## config.mk

```make
export PLATFORM = sky130hd
export DESIGN_NAME = dff_pipe_ctrl_flat
export DESIGN_NICKNAME = d
export VERILOG_FILES = /design/src/rtl/dff_pipe_ctrl_pkg.sv /design/src/rtl/dff_pipe_ctrl_if.sv /design/src/rtl/dff_pipe_ctrl_rstn_sync.sv /design/src/rtl/dff_pipe_ctrl.sv /design/src/flat_wrapper.sv
export SDC_FILE = /design/constraint.sdc
export NUM_CORES = 1
export LEC_CHECK = 0
export ABC_AREA = 1
export CELL_PAD_IN_SITES_DETAIL_PLACEMENT = 0
export CELL_PAD_IN_SITES_GLOBAL_PLACEMENT = 1
export CORE_ASPECT_RATIO = 0.7
export CORE_MARGIN = 1
export CORE_UTILIZATION = 35
export DETAILED_ROUTE_END_ITERATION = 7
export PLACE_DENSITY_LB_ADDON = 0.1
export SETUP_SLACK_MARGIN = 0.02
export SLEW_MARGIN = 20
export SYNTH_ARGS = -nofsm -noshare
export SYNTH_HDL_FRONTEND = slang
export SYNTH_SLANG_ARGS = --single-unit
```

## constraint.sdc

```tcl
create_clock -name i_clk -period 5.1 [get_ports i_clk]
set_clock_uncertainty 0.15 [all_clocks]
set_input_delay 1.02 -clock i_clk [delete_from_list [all_inputs] [get_ports i_clk]]
set_output_delay 1.02 -clock i_clk [all_outputs]
set_load 0.005 [all_outputs]
```

## src/rtl/dff_pipe_ctrl_pkg.sv

```systemverilog
// Shared defaults and helpers for the dff_pipe_ctrl fixed-latency delay line.
package dff_pipe_ctrl_pkg;

   localparam int DEF_BW_DATA = 32;
   localparam int DEF_DEPTH   = 4;
   localparam int DEF_N_SYNC  = 2;

   // Occupancy counter width: must represent 0..depth inclusive.
   function automatic int cnt_w(input int depth);
      return $clog2(depth + 1);
   endfunction

endpackage

```

## src/rtl/dff_pipe_ctrl_if.sv

```systemverilog
// Data/control bundle of the delay line; master drives inputs, slave (the pipe) drives outputs.
interface dff_pipe_ctrl_if #(
   parameter int BW_DATA = dff_pipe_ctrl_pkg::DEF_BW_DATA,
   parameter int CNT_W   = dff_pipe_ctrl_pkg::cnt_w(dff_pipe_ctrl_pkg::DEF_DEPTH)
);
   logic [BW_DATA-1:0] i_d;
   logic               i_vld;
   logic               i_en;
   logic               i_clr;
   logic [BW_DATA-1:0] o_q;
   logic               o_vld;
   logic [CNT_W-1:0]   o_cnt;
   logic               o_rst_done;

   modport master (
      output i_d, i_vld, i_en, i_clr,
      input  o_q, o_vld, o_cnt, o_rst_done
   );

   modport slave (
      input  i_d, i_vld, i_en, i_clr,
      output o_q, o_vld, o_cnt, o_rst_done
   );
endinterface

```

## src/rtl/dff_pipe_ctrl_rstn_sync.sv

```systemverilog
// Reset synchronizer: asserts asynchronously, releases on the N_SYNC-th clock edge.
module rstn_sync #(
   parameter int N_SYNC = 2
) (
   input  logic i_clk,
   input  logic i_rstn,
   output logic o_rstn_s
);
   logic [N_SYNC-1:0] chain;

   always_ff @(posedge i_clk or negedge i_rstn) begin
      if (!i_rstn) chain <= '0;
      else         chain <= {chain[N_SYNC-2:0], 1'b1};
   end

   assign o_rstn_s = chain[N_SYNC-1];
endmodule

```

## src/rtl/dff_pipe_ctrl.sv

```systemverilog
// DEPTH-stage delay line with per-stage valid, stall, synchronous flush and occupancy count.
module dff_pipe_ctrl
   import dff_pipe_ctrl_pkg::*;
#(
   parameter int               BW_DATA   = DEF_BW_DATA,
   parameter int               DEPTH     = DEF_DEPTH,
   parameter int               N_SYNC    = DEF_N_SYNC,
   parameter logic [BW_DATA-1:0] RST_VAL = '0,
   parameter bit               GATE_DATA = 1'b0
) (
   input  logic          i_clk,
   input  logic          i_rstn,
   dff_pipe_ctrl_if.slave bus
);
   localparam int CNT_W = cnt_w(DEPTH);

   logic             rstn_s;
   logic [CNT_W-1:0] cnt;
   logic             last_v;

   rstn_sync #(.N_SYNC(N_SYNC)) u_rstn_sync (
      .i_clk    (i_clk),
      .i_rstn   (i_rstn),
      .o_rstn_s (rstn_s)
   );

   for (genvar k = 0; k < DEPTH; k++) begin : g_stage
      logic [BW_DATA-1:0] d_in;
      logic               v_in;
      logic [BW_DATA-1:0] s_r;
      logic               v_r;

      if (k == 0) begin : g_head
         assign d_in = bus.i_d;
         assign v_in = bus.i_vld;
      end else begin : g_tail
         assign d_in = g_stage[k-1].s_r;
         assign v_in = g_stage[k-1].v_r;
      end

      always_ff @(posedge i_clk or negedge rstn_s) begin
         if (!rstn_s) begin
            s_r <= RST_VAL;
            v_r <= 1'b0;
         end else if (bus.i_clr) begin
            s_r <= RST_VAL;
            v_r <= 1'b0;
         end else if (bus.i_en) begin
            v_r <= v_in;
            // In gated mode bubbles leave the data register untouched.
            if (!GATE_DATA || v_in) s_r <= d_in;
         end
      end
   end

   assign last_v = g_stage[DEPTH-1].v_r;

   always_ff @(posedge i_clk or negedge rstn_s) begin
      if (!rstn_s)          cnt <= '0;
      else if (bus.i_clr)   cnt <= '0;
      else if (bus.i_en)    cnt <= cnt + CNT_W'(bus.i_vld) - CNT_W'(last_v);
   end

   assign bus.o_q        = g_stage[DEPTH-1].s_r;
   assign bus.o_vld      = last_v;
   assign bus.o_cnt      = cnt;
   assign bus.o_rst_done = rstn_s;
endmodule
```

## src/flat_wrapper.sv

```systemverilog
// flat-port wrapper written by rule: the top's interface ports become plain ports
module dff_pipe_ctrl_flat import dff_pipe_ctrl_pkg::*;
#(
   parameter int               BW_DATA   = DEF_BW_DATA,
   parameter int               DEPTH     = DEF_DEPTH,
   parameter int               N_SYNC    = DEF_N_SYNC,
   parameter logic [BW_DATA-1:0] RST_VAL = '0,
   parameter bit               GATE_DATA = 1'b0
)
  (i_clk, i_rstn, bus_i_d, bus_i_vld, bus_i_en, bus_i_clr, bus_o_q, bus_o_vld, bus_o_cnt, bus_o_rst_done);
  dff_pipe_ctrl_if #(.BW_DATA(BW_DATA)) bus_i ();
  input  logic i_clk;
  input  logic i_rstn;
  input wire logic [$bits(bus_i.i_d)-1:0] bus_i_d;
  input wire logic [$bits(bus_i.i_vld)-1:0] bus_i_vld;
  input wire logic [$bits(bus_i.i_en)-1:0] bus_i_en;
  input wire logic [$bits(bus_i.i_clr)-1:0] bus_i_clr;
  output wire logic [$bits(bus_i.o_q)-1:0] bus_o_q;
  output wire logic [$bits(bus_i.o_vld)-1:0] bus_o_vld;
  output wire logic [$bits(bus_i.o_cnt)-1:0] bus_o_cnt;
  output wire logic [$bits(bus_i.o_rst_done)-1:0] bus_o_rst_done;
  assign bus_i.i_d = bus_i_d;
  assign bus_i.i_vld = bus_i_vld;
  assign bus_i.i_en = bus_i_en;
  assign bus_i.i_clr = bus_i_clr;
  assign bus_o_q = bus_i.o_q;
  assign bus_o_vld = bus_i.o_vld;
  assign bus_o_cnt = bus_i.o_cnt;
  assign bus_o_rst_done = bus_i.o_rst_done;
  dff_pipe_ctrl #(.BW_DATA(BW_DATA), .DEPTH(DEPTH), .N_SYNC(N_SYNC), .RST_VAL(RST_VAL), .GATE_DATA(GATE_DATA)) u_core (.i_clk(i_clk), .i_rstn(i_rstn), .bus(bus_i));
endmodule
```

==> impl_metrics.toml <==
[global_route]
grt_pass1_wl_um = 17000
gr-total-overflow = 0
grt_max_degree = 80
grt_antenna_before_repair = 0
grt_pass1_vias = 3457
grt_use_total = 0.142

[layout]
fin_nets = 598
layout.cells.most_common = "dfrtp_1"
layout-drive-gt1-share = 0.107
num_antenna_cells = 0
multiInputGateArea_um2 = 1250
area_growth_pct = 29.3
regArea_um2 = 3430
final_area_um2 = 6750
fillers = 1382
final_cells = 761
mostFrequentLayoutCells = "136 x dfrtp_1, 103 x inv_1, 75 x nand2_1"

[logic_synthesis]
yosys_warnings = 0
synth_area_um2 = 5220
synth_seq_cells = 137
syn-num-nets = 527
yosysTopAreaCell = "dfrtp_1"
syn_area_per_cell_um2 = 10.7
synth_edf_count = 0
netlist.area_leader.share = 0.657
synthTopCellsByArea = "dfrtp_1 66%, inv_1 7.4%, o21ai_0 6.4%"
ys_async_sr_fraction = 1.00
syn_inst = 487
synth_ff_type = "dfrtp_1"
ys_seq_area_frac = 0.657
yosysUniqueCellTypes = 17

[status]
status = "completed"

[flow_run]
drv_cap = 0

[placed_design]
dp_slack_ps = 1730
io_buffers = 73
placed_cell_area_um2 = 6090
gp_congestion = 0.658
dp_hpwl_um = 5900
dpl.cell_count = 729

[cts]
cts_hold_buf = 0
cts_tree = "done"
cts-root-buf = "clkbuf_16"
post-cts-setup-buffers = 0
numCtsBuffers = 17
cts.sinks = 137
cts_buffer_depth = 2
clk-insertion-delay-late_ps = 410
h-tree-depth = 4
clkTransAtPathRegs_ps = 60
cts_resized = 0

[floorplanning]
core_area_um2 = 14200
io-pin-count = 74
die_w_um = 148
row_count = 36
die_area_um2 = 15400
start_util = 0.367
die_h_um = 104

[power]
power_uw = 2610
p_leak_uw = 0.00291
ir_drop_mv = 0.202
p_per_area_nw_per_um2 = 388

[worst_setup_path]
critPathMaxStageDelay_ps = 910
crit_fanout = 58
worstPathCellList = "clkdlybuf4s50_1"
required_ps = 3930
critPathSlowestCell = "dfrtp_4"
worst_ep_arrival_time_ps = 1960
worst-path-buf-inv = 1
r2r_slack_ps = 3280
start_kind = "register"
crit_path_end_kind = "primary output"
path_delay_family = "flip-flops"
worstSetupPathType = "reg -> out"

[sta]
drv_slew = 0
tightest_slew_ps = 891
setup_viol = 0
hold_viol = 0
timing.setup.tns_ps = 0
min_period_over_period = 0.613
timing.fmax_mhz = 320
max_slew_margin = 0.406
layout_min_cycle_time_ps = 3130
worst_slack_ps = 1970
grt_setup_unrepaired = "false"

[drt]
drt-initial-drc-count = 170
vias = 3454
avgViaCountPerCell = 4.54
drt-total-wl_um = 10100
wl_per_cell_um = 13.3
ant_nets = 0
drtPass1Iterations = 4
drc = 0

[hold_path]
hold_class = "reg -> reg"
[state kept, by name, indices dropped and copies added (netlist names)]
register                  count
u_core.u_rstn_sync.chain      2
u_core.bus.o_vld              1
u_core.bus.o_cnt              3
u_core.g_stage.s_r           96
u_core.g_stage.v_r            3
u_core.bus.o_q               32
[area by class of cell]
type                            count  share of cell area
Inverter                          106              0.0593
Timing Repair Buffer               78               0.114
Sequential cell                   137               0.509
Clock inverter                     11              0.0287
Clock buffer                       21              0.0682
Multi-Input combinational cell    218               0.185
Tap cell                          190              0.0352
[layer usage]
| metal | track usage | vias to the layer above | part of all wire |
|---|---|---|---|
| met3 | 0.0425 | 7 | 0.033 |
| met5 | 0 | - | 0 |
| met2 | 0.215 | 55 | 0.45 |
| met1 | 0.196 | 1691 | 0.51 |
| li1 | - | 1701 | - |
| met4 | 0.0442 | 0 | 0.0074 |
[report_power, final]
part	leakage, µW	internal (µW)	switching [µW]
Sequential	0.00188	1120	17.9
Combinational	0.000714	56.4	83.7
Clock	0.000318	895	443
[per-stage QoR]
step	hold slack, ps	util
after floorplan	181	-
after global placement	189	0.428
after detailed placement	191	0.428
after CTS	207	0.474
after global routing	218	0.474
final	204	0.474
[cell usage after synthesis, types with 2 or more instances]
cell,n
dfrtp_1,137
inv_1,103
nand2_1,75
o21ai_0,67
o22ai_1,47
o22ai_2,20
buf_2,14
clkbuf_1,8
buf_6,3
inv_2,3
ha_1,2
nand3_1,2
nor2_4,2
[worst paths after layout]
| kind | start | end | cells after the start |
|---|---|---|---|
| worst min-delay path | u_core.u_rstn_sync.chain[0] | u_core.u_rstn_sync.chain[1] | 0 |
| worst min register to register | u_core.u_rstn_sync.chain[0] | u_core.u_rstn_sync.chain[1] | 0 |
| max in group asynchronous | u_core.u_rstn_sync.chain[1] | u_core.g_stage[1].s_r[27] | 1 |
| worst max-delay path | u_core.u_rstn_sync.chain[1] | bus_o_rst_done | 1 |
| min in group asynchronous | u_core.u_rstn_sync.chain[1] | u_core.g_stage[0].s_r[13] | 0 |
| worst max register to register | u_core.bus.o_vld | u_core.bus.o_cnt[2] | 8 |
[cells by family (layout without fill, tap and decap cells)]
group / after synthesis / after routing / share of synthesized area
other: 1 / 1 / 0.000719
adders and majority gates: 3 / 3 / 0.00863
buffers and inverters: 132 / 216 / 0.103
AOI/OAI and AO/OA: 134 / 134 / 0.169
and+or+nand+nor: 80 / 80 / 0.0616
DFF: 137 / 137 / 0.657
(Power assumes the default switching activity.)
